==> config.mk <==
export PLATFORM = sky130hd
export DESIGN_NAME = vote_capture
export DESIGN_NICKNAME = d
export VERILOG_FILES = /design/src/rtl/vote_capture.sv
export SDC_FILE = /design/constraint.sdc
export NUM_CORES = 1
export LEC_CHECK = 0
export ABC_AREA = 1
export BUFFER_PORTS_ARGS = -buffer_cell sky130_fd_sc_hd__buf_2
export CORE_AREA = 2 2 97 99
export CTS_CLUSTER_SIZE = 25
export DETAILED_ROUTE_END_ITERATION = 6
export DIE_AREA = 0 0 99 101
export GPL_TIMING_DRIVEN = 0
export HOLD_SLACK_MARGIN = 0.1
export PLACE_DENSITY_LB_ADDON = 0.05
export RECOVER_POWER = 25
export SYNTH_ARGS = -nofsm -noshare
export SYNTH_HDL_FRONTEND = slang
export SYNTH_SLANG_ARGS = --single-unit
==> constraint.sdc <==
create_clock -name clock -period 1.8 [get_ports clock]
set_input_delay 0.18 -clock clock [delete_from_list [all_inputs] [get_ports clock]]
set_output_delay 0.18 -clock clock [all_outputs]
set_load 0.03 [all_outputs]
==> src/rtl/vote_capture.sv <==
// rtl/vote_capture.sv - button synchroniser, debouncer and one-vote-per-press capture FSM
//
// Ports:
//   clock                 system clock, all state on rising edge
//   reset                 asynchronous active-low reset
//   mode                  0 = voting, 1 = result (presses ignored while idle)
//   button1..button4      raw asynchronous candidate buttons, active-high
//   cand1..4_vote_valid   registered one-cycle pulse per accepted vote
//   vote_reject           registered one-cycle pulse per ambiguous press
//   busy                  high whenever the capture FSM is not idle
//   total_votes           saturating accepted-vote count (VOTE_CAPTURE_TOTAL_EN only)
//   reject_count          saturating reject count (VOTE_CAPTURE_TOTAL_EN only)
//
// Optional feature macro: VOTE_CAPTURE_TOTAL_EN
module vote_capture #(
    parameter int DEBOUNCE_CYCLES = 16,
    parameter int LOCKOUT_CYCLES  = 64
) (
    input  logic       clock,
    input  logic       reset,
    input  logic       mode,
    input  logic       button1,
    input  logic       button2,
    input  logic       button3,
    input  logic       button4,
    output logic       cand1_vote_valid,
    output logic       cand2_vote_valid,
    output logic       cand3_vote_valid,
    output logic       cand4_vote_valid,
    output logic       vote_reject,
    output logic       busy
`ifdef VOTE_CAPTURE_TOTAL_EN
    ,
    output logic [7:0] total_votes,
    output logic [3:0] reject_count
`endif
);

    localparam logic [7:0]  DEB_LAST  = 8'(DEBOUNCE_CYCLES - 1);
    localparam logic [15:0] LOCK_LOAD = 16'(LOCKOUT_CYCLES - 1);

    typedef enum logic [2:0] {
        IDLE,
        VOTE,
        REJECT,
        LOCK,
        WAIT_REL
    } state_t;

    logic [3:0]  raw_btn;
    logic [3:0]  meta;
    logic [3:0]  sync;
    logic [3:0]  deb;
    logic [3:0]  deb_q;
    logic [7:0]  deb_cnt [4];
    logic [3:0]  press;
    logic        multi_held;

    state_t      state;
    state_t      state_next;
    logic [3:0]  sel;
    logic [3:0]  sel_next;
    logic [15:0] lock_cnt;
    logic [15:0] lock_cnt_next;

    logic [3:0]  valid_q;
    logic        reject_q;
    logic        busy_q;

    assign raw_btn = {button4, button3, button2, button1};

    // Two-flop synchroniser per button.
    always_ff @(posedge clock or negedge reset) begin
        if (!reset) begin
            meta <= 4'b0;
            sync <= 4'b0;
        end else begin
            meta <= raw_btn;
            sync <= meta;
        end
    end

    // Debounce: the counter measures how long sync has disagreed with the
    // debounced level; the level only flips after DEBOUNCE_CYCLES disagreeing
    // samples in a row.
    always_ff @(posedge clock or negedge reset) begin
        if (!reset) begin
            deb   <= 4'b0;
            deb_q <= 4'b0;
            for (int i = 0; i < 4; i++) begin
                deb_cnt[i] <= 8'd0;
            end
        end else begin
            deb_q <= deb;
            for (int i = 0; i < 4; i++) begin
                if (sync[i] == deb[i]) begin
                    deb_cnt[i] <= 8'd0;
                end else if (deb_cnt[i] == DEB_LAST) begin
                    deb[i]     <= ~deb[i];
                    deb_cnt[i] <= 8'd0;
                end else begin
                    deb_cnt[i] <= deb_cnt[i] + 8'd1;
                end
            end
        end
    end

    assign press      = deb & ~deb_q;
    // More than one debounced level high: clearing the lowest set bit leaves
    // something behind.
    assign multi_held = |(deb & (deb - 4'd1));

    always_ff @(posedge clock or negedge reset) begin
        if (!reset) begin
            state    <= IDLE;
            sel      <= 4'b0;
            lock_cnt <= 16'd0;
        end else begin
            state    <= state_next;
            sel      <= sel_next;
            lock_cnt <= lock_cnt_next;
        end
    end

    always_comb begin
        state_next    = state;
        sel_next      = sel;
        lock_cnt_next = lock_cnt;
        case (state)
            IDLE: begin
                if (!mode && (press != 4'b0)) begin
                    if (multi_held) begin
                        state_next = REJECT;
                    end else begin
                        // Only one level is high, so press is already one-hot.
                        sel_next   = press;
                        state_next = VOTE;
                    end
                end
            end
            VOTE: begin
                lock_cnt_next = LOCK_LOAD;
                state_next    = LOCK;
            end
            REJECT: begin
                state_next = WAIT_REL;
            end
            LOCK: begin
                if (lock_cnt == 16'd0) begin
                    state_next = WAIT_REL;
                end else begin
                    lock_cnt_next = lock_cnt - 16'd1;
                end
            end
            WAIT_REL: begin
                if (deb == 4'b0) begin
                    state_next = IDLE;
                end
            end
            default: begin
                state_next = IDLE;
            end
        endcase
    end

    // Pulses are registered from the current state so each lasts exactly one
    // cycle; busy is registered from next state so it tracks the state register.
    always_ff @(posedge clock or negedge reset) begin
        if (!reset) begin
            valid_q  <= 4'b0;
            reject_q <= 1'b0;
            busy_q   <= 1'b0;
        end else begin
            valid_q  <= (state == VOTE) ? sel : 4'b0;
            reject_q <= (state == REJECT);
            busy_q   <= (state_next != IDLE);
        end
    end

    assign cand1_vote_valid = valid_q[0];
    assign cand2_vote_valid = valid_q[1];
    assign cand3_vote_valid = valid_q[2];
    assign cand4_vote_valid = valid_q[3];
    assign vote_reject      = reject_q;
    assign busy             = busy_q;

`ifdef VOTE_CAPTURE_TOTAL_EN
    always_ff @(posedge clock or negedge reset) begin
        if (!reset) begin
            total_votes  <= 8'd0;
            reject_count <= 4'd0;
        end else begin
            if ((valid_q != 4'b0) && (total_votes != 8'hFF)) begin
                total_votes <= total_votes + 8'd1;
            end
            if (reject_q && (reject_count != 4'hF)) begin
                reject_count <= reject_count + 4'd1;
            end
        end
    end
`endif

endmodule

# After elaboration in Yosys (flattened, before gate mapping)
# Index checks and enable logic that the tools add are counted.
dict set report classes {
  n_bitwise 12
  n_eq_ne 13
  muxes 16
  n_reduce_logical 15
  add_sub_neg 6
}
# op n
set op_table {}
lappend op_table {{8-bit two-way mux} 8}
lappend op_table {{8-bit by 1-bit adder with 8-bit output (second input constant)} 4}
lappend op_table {{8-bit by 4-bit equality test with 1-bit output (second input constant)} 4}
lappend op_table {{16-bit case mux with 2 select lines} 1}
lappend op_table {{16-bit logical NOT} 1}
lappend op_table {{16-bit two-way mux} 1}
lappend op_table {{16-bit by 1-bit subtractor with 16-bit output (second input constant)} 1}
lappend op_table {{3-bit case mux with 5 select lines} 1}
lappend op_table {{2-bit AND reduction} 5}
lappend op_table {{3-bit two-way mux} 3}
lappend op_table {{1-bit NOT} 9}
lappend op_table {{4-bit bitwise AND} 2}
lappend op_table {{3-bit by 2-bit equality test with 1-bit output (second input constant)} 2}
lappend op_table {{1-bit equality test} 4}
lappend op_table {{4-bit logical NOT} 1}
lappend op_table {{4-bit two-way mux} 1}
lappend op_table {{4-bit NOT} 1}
lappend op_table {{4-bit nonzero test} 1}
lappend op_table {{4-bit OR reduction} 1}
lappend op_table {{4-bit by 1-bit subtractor with 4-bit output (second input constant)} 1}
lappend op_table {{3-bit by 1-bit equality test with 1-bit output (second input constant)} 1}
lappend op_table {{3-bit equality test (second input constant)} 1}
lappend op_table {{3-bit logical NOT} 1}
lappend op_table {{3-bit AND reduction} 1}
lappend op_table {{other kinds (6)} 6}
dict set report totals {
  wordCells 79
  output_inout_bits 6
  reg_bits 77
  input_bits 7
}

# Depth between registers and ports, before layout
# Gate-level depths: netlist of run 1.
dict set report logic_depth {
  word_depth 7
  ltp_mapped 9
  mapped_depth_nobuf 9
}

# Least setup slack after synthesis of run 1
# No wires, ideal clock.
dict set report synth_timing {
  path_kind {register -> register}
  start {reg lock_cnt[0]}
  end {reg lock_cnt[6]}
  arrival_time_ns 1.387
  n_path_buf 1
  stages_incl_launch_ff 9
  required_ns 1.674
  setup_time_ns 0.126
  period_less_slack_ns 1.513
  setup_slack_ns 0.287
  cell_sequence {dfrtp_1 inv_1 ha_1 nand2_2 nor2_4 nand2_4 o21bai_4 buf_6 o21ai_0}
}
dict set report synth_via {
  elab_chain_cells 3
  elab_cells_between_ends 6
  cone_classes {1 x add/sub; 1 x eq/ne; 2 x mux; 2 x reduce/logical}
}
# element line
set synth_rtl {}
lappend synth_rtl {{start, declared} 63} ;# logic [15:0] lock_cnt;
lappend synth_rtl {{start signal, assigned} 121} ;# lock_cnt <= lock_cnt_next;
lappend synth_rtl {{16-bit by 1-bit subtractor with 16-bit output / 16-bit logical NOT (equally long branches)} {152, 149}}
lappend synth_rtl {{16-bit two-way mux / 2-bit inequality test (equally long branches)} --}
lappend synth_rtl {{16-bit case mux with 2 select lines / 2-bit AND reduction (equally long branches)} --}
# Parallel ways exist; a longest one is shown, timed or not. The select of a mux whose other input is x is not followed.
# A chain may end at the register's enable or synchronous reset.

# Worst setup path after layout of run 1
# Ends and elaborated chain as after synthesis.

==> results of run 1 <==
==> stage by stage <==
step	setup TNS, ns	util
finish	0	0.449
global route	0	0.449
CTS	0	0.448
detailed placement	0	0.419
global placement	-4.50	0.416
floorplan	0	-
==> routing by layer <==
layer / part of all wire / up-vias / global-route usage / wire length, microns
met2: 0.44 / 31 / 0.228 / 2840
li1: - / 1335 / - / -
met3: 0.028 / 11 / 0.0395 / 184
met1: 0.51 / 1154 / 0.191 / 3290
met5: 0 / - / 0 / 0
met4: 0.024 / 0 / 0.0695 / 157
==> registers in the layout, summed over array words and instances, names as in the netlist <==
name,flops
busy,1
deb,4
deb_cnt,32
deb_q,4
lock_cnt,16
meta,4
sel,4
state,3
sync,4
valid_q,4
vote_reject,1
==> kinds of logic (layout without fill, tap and decap cells) <==
group / count (synthesis) / after routing
DFF: 77 / 77
and+or+nand+nor: 222 / 222
buffers and inverters: 52 / 88
muxes: 2 / 2
AOI/OAI and AO/OA: 24 / 24
xor gates and xnor gates: 23 / 23
adders and majority gates: 5 / 5
==> cell usage in the layout (no fill, tap or decap), types with 8 or more instances in the layout <==
master,n
nor2_1,77
dfrtp_1,77
nand2_1,76
inv_1,50
nand3_1,37
o21ai_0,16
xor2_1,15
buf_2,12
nand4_1,10
nor3b_1,9
clkbuf_8,9
xnor2_1,8
==> cell type report <==
cell class | count | area [sq um] | area share
well taps | 111 | 139 | 0.0344
plain buffers | 2 | 20.0 | 0.00496
clock inverters | 5 | 60.1 | 0.0149
multi-input cells | 276 | 1420 | 0.352
clock buffers | 11 | 131 | 0.0326
repair buffers | 20 | 151 | 0.0375
flip-flops and latches | 77 | 1930 | 0.478
inverters | 50 | 188 | 0.0465
==> cells in the mapped netlist, drive strengths merged <==
cell type,count,share of area
xor2,15,0.037
mux2,2,0.0064
o21ai,17,0.025
dfrtp,77,0.55
inv,50,0.053
nand2,80,0.088
or2,5,0.0089
nand3,37,0.052
ha,5,0.018
o21bai,2,0.0074
buf,2,0.0046
nor3,1,0.0014
nor2,80,0.089
xnor2,8,0.020
a21oi,5,0.0071
nor3b,9,0.019
nand4,10,0.018
==> worst min-delay path by stage <==
stage | from | depth (start not counted) | endpoint
after floorplan | reset | 0 | busy
after global placement | button2 | 1 | meta[1]
after detailed placement | reset | 1 | deb_cnt[27]
after CTS | mode | 4 | state[1]
after global routing | mode | 4 | state[1]
final | mode | 4 | state[1]
==> where the power goes <==
group          leakage [nW]  switching [mW]  internal [mW]
sequential             1.04          0.0634           1.81
combinational         0.856           0.537          0.284
clock                0.0939           0.651          0.647
==> timing repair <==
item / CTS / global route
hold buffers: 5 / 0
setup buffers: 2 / 0
hold endpoints to repair: 81 / 0
gates resized for setup: 0 / 5
endpoints found under the setup margin: 1 / 14
pin swaps: 1 / 1
==> worst min-delay path, delay by kind of cell <==
kind                   cells  cell delay, ns
and+or+nand+nor            3            0.18
buffers and inverters      1            0.09
==> impl_metrics.ini, run 1 <==
[logic_synthesis]
synth-adder-area-share = 0.0177
synthDistinctLibCells = 24
postSynthCellCount = 405
synth_top_family_by_area = simple AND/OR/NAND/NOR gates
synthSimpleGateAreaFrac = 0.276
synth-warning-count = 0
synth-xor-area-share = 0.0570
netlist_area_sq_um = 3530
synth_nets = 417
synth_seq_area_share = 0.546
avgSynthCellArea_sq_um = 8.72
synth.ff_latch_count = 77
synth_mux_area_frac = 0.00638
synth_compound_area_frac = 0.0397

[worst_setup_path]
crit_fanout = 10
cp.required_ns = 2.04
end_kind = flip-flop
critical_path_class = reg -> reg
critical_path.startpoint = lock_cnt[0]
path_cells = inv_1, ha_4, nand2_2, nor2_4, nand2_4, o21bai_4, buf_8, o21ai_0
r2r_cells = 8
slowest_delay_ns = 0.36
critPathSlowestCell = dfrtp_1
r2r-start = lock_cnt[0]
crit_cells = 8
reg2reg_slack_ns = 0.17
crit_path_end = lock_cnt[6]
cp-start-kind = flip-flop
critical-path-top-delay-family = flip-flops
critPathBufInv = 2
r2r_end = lock_cnt[6]
critPathArrivalTime_ns = 1.87

[floorplan]
num_io_pins = 13
die-area_sq_um = 10000
fp-row-count = 35
die_h_microns = 101
core_sq_um = 8980
fp.dieW_microns = 99
start_util = 0.393

[clock_tree]
cts_root_buf = clkbuf_8
clockBufferDepth = 2
clk_pin_slew_ns = 0.08
ctsHtreeMaxLevel = 3
clk_latency_ns = 0.35
tritoncts = built
clock_sinks = 77
cts_made_buffers = 9

[routing]
route.detailed.drc = 0
avgViaCountPerCell = 4.59
totalWireLength_microns = 6470
via_count = 2531
wl_per_cell_microns = 11.7
drtPass1Iterations = 5
drt_iter0_drc = 72
ant_nets = 0

[pwr]
vdd_drop_max_mv = 0.367
p_leak_nw = 1.99
powerDensity_nw_per_um2 = 990
total_power_mw = 3.99

[final_layout]
drive_gt1_frac = 0.107
final_cells = 552
nets = 448
n_antenna_cell = 0
postLayoutCellArea_sq_um = 4040
fillers = 869
area_growth_pct = 14.2

[timing]
setup_slack_ns = 0.166
finalCritPeriodShare = 0.908
hold_viol_final = 0
fmax_mhz = 612
post-route-min-period_ns = 1.63
skew_ns = 0.00719
setup_viol = 0
worst_pin_slew_ns = 1.24
slew_headroom = 0.170
rsz0062_at_grt = no
report.final.slew_viol_count = 0
hold_slack_ns = 0.139

[grt]
grt_use_total = 0.147
grt_max_degree = 59
grt_pass1_vias = 2552
grt_pass1_wl_microns = 11500
gr-total-overflow = 0
antenna_found_initial = 0

[place]
placed_area_sq_um = 3760
dp_slack_ns = 0.0370
placed_cells = 529
portBuffers = 12
gp_congestion = 0.763
post-dp-hpwl_microns = 4480

[status]
outcome = completed

[hold_path]
hold_path_class = in -> reg

[flow_run]
drv_cap = 0
No activity file was read; power rests on OpenSTA's default activity.
==> run 2: changes to the inputs <==
--- a/config.mk
+++ b/config.mk
@@ -7,10 +7,10 @@
 export LEC_CHECK = 0
 export ABC_AREA = 1
 export BUFFER_PORTS_ARGS = -buffer_cell sky130_fd_sc_hd__buf_2
-export CORE_AREA = 2 2 97 99
+export CORE_AREA = 2 2 104 106
 export CTS_CLUSTER_SIZE = 25
 export DETAILED_ROUTE_END_ITERATION = 6
-export DIE_AREA = 0 0 99 101
+export DIE_AREA = 0 0 106 108
 export GPL_TIMING_DRIVEN = 0
 export HOLD_SLACK_MARGIN = 0.1
 export PLACE_DENSITY_LB_ADDON = 0.05
==> run 2 against run 1 <==
  * Hold slack improved by 0.010 ns
  * Non-clock buffer count unchanged
  * Utilization decreased by 5.2 points
  * Combinational power decreased by 2%
  * First-iteration DRC count unchanged
  * Critical path type unchanged
  * Highest routed layer unchanged
  * Worst setup slack improved by 0.0035 ns
==> impl_metrics.ini, run 2 (synthesis results as in run 1) <==
[routing]
ant_nets = 0
drt_iter0_drc = 72
met2_length_microns = 2900
top_layer_used = met4
via_count = 2560
wl_per_cell_microns = 11.3
dr_wl_met3_microns = 189
route.detailed.drc = 0
totalWireLength_microns = 6550
drtPass1Iterations = 4
avgViaCountPerCell = 4.44
met1Wirelength_microns = 3350

[timing]
hold_slack_ns = 0.149
report.final.slew_viol_count = 0
worst_pin_slew_ns = 0.835
setup_viol = 0
skew_ns = 0.0103
fmax_mhz = 613
finalCritPeriodShare = 0.906
hold_viol_final = 0
finalSetupTns_ns = 0
post-route-min-period_ns = 1.63
slew_headroom = 0.444
rsz0062_at_grt = no

[final_layout]
n_antenna_cell = 0
drive_gt1_frac = 0.111
area_growth_pct = 15.2
largest_reg_flops = 32
top_register = deb_cnt
nets = 448
largest_registers = deb_cnt x32, lock_cnt x16
final_cell_mix = nor2_1, nand2_1, dfrtp_1

[clock_tree]
clk_latency_ns = 0.34
tritoncts = built
clock_sinks = 77
cts_root_buf = clkbuf_8
cts_made_buffers = 9
ctsHtreeMaxLevel = 3
clockBufferDepth = 2
clk_pin_slew_ns = 0.08

[floorplan]
fp-row-count = 37
num_io_pins = 13
die_h_microns = 108
core_sq_um = 10200
die-area_sq_um = 11400
start_util = 0.345
fp.dieW_microns = 106

[worst_setup_path]
slowest_delay_ns = 0.37
end_kind = flip-flop
cp-start-kind = flip-flop
critical_path.startpoint = lock_cnt[0]
cp.required_ns = 2.01
r2r_cells = 8
path_cells = inv_1, ha_2, nand2_2, nor2_4, nand2_4, o21bai_4, buf_4, o21ai_0
critical_path_class = reg -> reg
reg2reg_slack_ns = 0.17
crit_fanout = 7
r2r-start = lock_cnt[0]
crit_path_end = lock_cnt[13]
r2r_end = lock_cnt[13]
critPathSlowestCell = dfrtp_1
critPathArrivalTime_ns = 1.84

[status]
outcome = completed

[hold_path]
hold_path_class = in -> reg
hp-start = mode
hold_depth = 4

[grt]
grt_max_degree = 48
grt_use_total = 0.127
grt_pass1_vias = 2441
antenna_found_initial = 0
gr-total-overflow = 0
grt_pass1_wl_microns = 11500

[place]
post-dp-hpwl_microns = 4570
portBuffers = 12
gp_congestion = 0.795

[pwr]
total_power_mw = 4.02
power.switching_mw = 1.28
vdd_drop_max_mv = 0.479
p_leak_nw = 2.00
p_seq_frac = 0.466
switching_share = 0.319
p_int_mw = 2.74
comb_power_share = 0.199
powerDensity_nw_per_um2 = 989
power_frac_clock = 0.335

[flow_run]
drv_cap = 0
==> run 2: how the worst min path moves through the flow <==
stage                       end  slack [ns]
floorplan                  busy       -0.12
global placement        meta[0]        0.29
detailed placement  deb_cnt[27]        0.15
CTS                    state[1]        0.14
global route           state[1]        0.16
finish                 state[1]        0.15
==> run 2: routing by layer <==
| metal | vias up | GRT usage |
|---|---|---|
| met1 | 1178 | 0.174 |
| met5 | - | 0 |
| met3 | 9 | 0.0241 |
| li1 | 1346 | - |
| met4 | 0 | 0.0536 |
| met2 | 27 | 0.197 |
==> run 2: power groups by stage <==
stage / Combinational, mW / Clock, mW / Sequential, mW
floorplan: 0.593 / 0 / 1.90
global placement: 0.778 / 0 / 1.91
detailed placement: 0.793 / 0 / 1.91
CTS: 0.806 / 1.42 / 1.88
global route: 0.936 / 1.49 / 1.89
finish: 0.802 / 1.35 / 1.87
==> run 2: area by class of cell <==
cell class | instances | area [sq um]
Buffer | 2 | 16.3
Clock buffer | 9 | 124
Clock inverter | 7 | 80.1
Fill cell | 1055 | 6160
Inverter | 50 | 188
Multi-Input combinational cell | 276 | 1410
Sequential cell | 77 | 1930
Tap cell | 136 | 170
Timing Repair Buffer | 20 | 153
==> run 2: per-stage QoR <==
step	area (sq um)	utilization	setup WS, ns	std cells
6_report	4070	0.398	0.170	577
5_1_grt	4070	0.398	0.0163	577
4_1_cts	4050	0.396	0.0110	575
3_5_place_dp	3790	0.371	0.0290	554
3_3_place_gp	3760	0.368	-0.0978	553
2_1_floorplan	3530	-	0.287	405
==> run 2: timing repair <==
item | 4_1_cts | 5_1_grt
endpoints found under the setup margin | 0 | 14
resized for setup | 0 | 3
hold endpoints to repair | 34 | 0
setup buffers | 0 | 2
hold buffers | 5 | 0
==> run 2: critical path, delay by kind of cell, from the launching register on <==
family | cells | cell delay, ns
simple gates | 3 | 0.37
compound gates | 2 | 0.29
buf+inv | 2 | 0.26
flops | 1 | 0.37
fa+ha+maj | 1 | 0.22
==> run 3: changes to the inputs <==
--- a/config.mk
+++ b/config.mk
@@ -13,7 +13,7 @@
 export DIE_AREA = 0 0 106 108
 export GPL_TIMING_DRIVEN = 0
 export HOLD_SLACK_MARGIN = 0.1
-export PLACE_DENSITY_LB_ADDON = 0.05
+export PLACE_DENSITY = 0.58
 export RECOVER_POWER = 25
 export SYNTH_ARGS = -nofsm -noshare
 export SYNTH_HDL_FRONTEND = slang
==> run 3 against run 2 <==
  * Global-route usage fell by 0.63 points
  * Wire length fell by 6.5%
  * Critical path type unchanged
  * Sequential cell count did not move
  * Utilization fell by 0.31 points
  * Critical path depth rose by 1
  * Clock power fell by 9.6%
  * Fmax fell by 1.5%
  * Worst setup slack got worse by 0.025 ns
==> impl_metrics.ini, run 3 (synthesis results as in run 1) <==
[floorplan]
num_io_pins = 13
fp-row-count = 37
die-area_sq_um = 11400
start_util = 0.345
fp.dieW_microns = 106
core_sq_um = 10200
die_h_microns = 108

[timing]
report.final.slew_viol_count = 0
setup_viol = 0
rsz0062_at_grt = no
hold_viol_final = 0
slew_headroom = 0.353
fmax_mhz = 604
skew_ns = 0.00701
finalCritPeriodShare = 0.920
worst_pin_slew_ns = 0.971
post-route-min-period_ns = 1.66

[final_layout]
nets = 447
final_cell_mix = nor2_1, nand2_1, dfrtp_1
drive_gt1_frac = 0.107
largest_registers = deb_cnt x32, lock_cnt x16
final_cells = 576
seqCellArea_sq_um = 1930
postLayoutCellArea_sq_um = 4040
n_antenna_cell = 0
fin_util = 0.395
multi_input_area_sq_um = 1410
area_growth_pct = 14.3
fillers = 1055
largest_reg_flops = 32
top_register = deb_cnt

[grt]
gr-total-overflow = 0
grt_pass1_wl_microns = 11200
grt_max_degree = 41
grt_use_total = 0.120
antenna_found_initial = 0
grt_pass1_vias = 2520

[pwr]
vdd_drop_max_mv = 0.422
p_leak_nw = 1.98
total_power_mw = 3.88
powerDensity_nw_per_um2 = 960

[clock_tree]
ctsHtreeMaxLevel = 3
clock_sinks = 77
clk_latency_ns = 0.33
clockBufferDepth = 2
clk_pin_slew_ns = 0.08
cts_root_buf = clkbuf_8
tritoncts = built
cts_made_buffers = 9

[place]
placed_area_sq_um = 3780
portBuffers = 12
post-dp-hpwl_microns = 4440
gp_congestion = 0.814
placed_cells = 554

[hold_path]
min_to = state[1]
hold_depth = 4
hold_path_class = in -> reg
hp-start = mode

[routing]
met2_length_microns = 2800
route.detailed.drc = 0
top_layer_used = met4
drt_iter0_drc = 112
via_count = 2538
totalWireLength_microns = 6120
wl_per_cell_microns = 10.6
dr_wl_met3_microns = 156
avgViaCountPerCell = 4.41
ant_nets = 0
met1Wirelength_microns = 3110
drtPass1Iterations = 4

[worst_setup_path]
critical_path_class = reg -> reg
cp-start-kind = flip-flop
r2r_end = busy
r2r-start = lock_cnt[0]
critPathArrivalTime_ns = 1.87
critPathBufInv = 1
critPathSlowestCell = dfrtp_1
end_kind = flip-flop
critical-path-top-delay-family = simple AND/OR/NAND/NOR gates
cp.required_ns = 2.02
reg2reg_slack_ns = 0.14
slowest_delay_ns = 0.36
r2r_cells = 9
path_cells = inv_1, ha_2, nand2_2, nor2_4, nand2_4, nand2_1, nand2_2, a21oi_2, nand2_1
crit_fanout = 7

[flow_run]
drv_cap = 0

[status]
outcome = completed
[run 3: area by class of cell]
| cell class | count | share of cell area |
|---|---|---|
| inverter | 50 | 0.0465 |
| buffer | 2 | 0.00403 |
| multi-input combinational | 276 | 0.349 |
| timing repair buffer | 19 | 0.0341 |
| sequential | 77 | 0.477 |
| tap | 136 | 0.0421 |
| clock inverter | 2 | 0.00403 |
| clock buffer | 14 | 0.0428 |
[run 3: per-stage QoR]
stage | setup WS [ns] | hold slack [ns] | TNS (ns)
after floorplan | 0.287 | -0.116 | 0
after global placement | -0.00264 | 0.290 | -0.0368
after detailed placement | 0.0416 | 0.192 | 0
after CTS | 0.0310 | 0.157 | 0
after global routing | 0.0206 | 0.182 | 0
final | 0.144 | 0.176 | 0
[run 3: per-layer routing]
| layer | GRT usage | vias up |
|---|---|---|
| met2 | 0.200 | 24 |
| met5 | 0 | - |
| met1 | 0.157 | 1174 |
| met4 | 0.0367 | 0 |
| met3 | 0.0289 | 6 |
| li1 | - | 1334 |
[run 3: timing repair]
action                                 CTS  global route
buffers inserted                         0             1
pin swaps                                0             1
hold buffers                             5             0
gates resized for setup                  1             2
setup endpoints to repair                1            12
endpoints found under the hold margin   41             0
[run 3: power breakdown]
group	switching, mW	total, mW	leakage [nW]	internal (mW)
Clock	0.597	1.22	0.0929	0.619
Combinational	0.520	0.786	0.848	0.266
Sequential	0.0635	1.87	1.04	1.81
Total	1.18	3.88	1.98	2.70
[run 3: tightest hold or removal path: cells and delay by family]
kind / cells / cell delay [ns]
buf+inv: 1 / 0.10
simple gates: 3 / 0.19
[run 3: worst max path at each step]
stage,startpoint,endpoint,slack (ns),depth (start not counted)
6_report,lock_cnt[0],busy,0.14,9
5_1_grt,lock_cnt[0],busy,0.02,9
4_1_cts,lock_cnt[0],busy,0.03,9
3_5_place_dp,lock_cnt[0],busy,0.04,9
3_3_place_gp,reset,deb_cnt[4],-0.003,1
2_1_floorplan,lock_cnt[0],lock_cnt[6],0.29,8
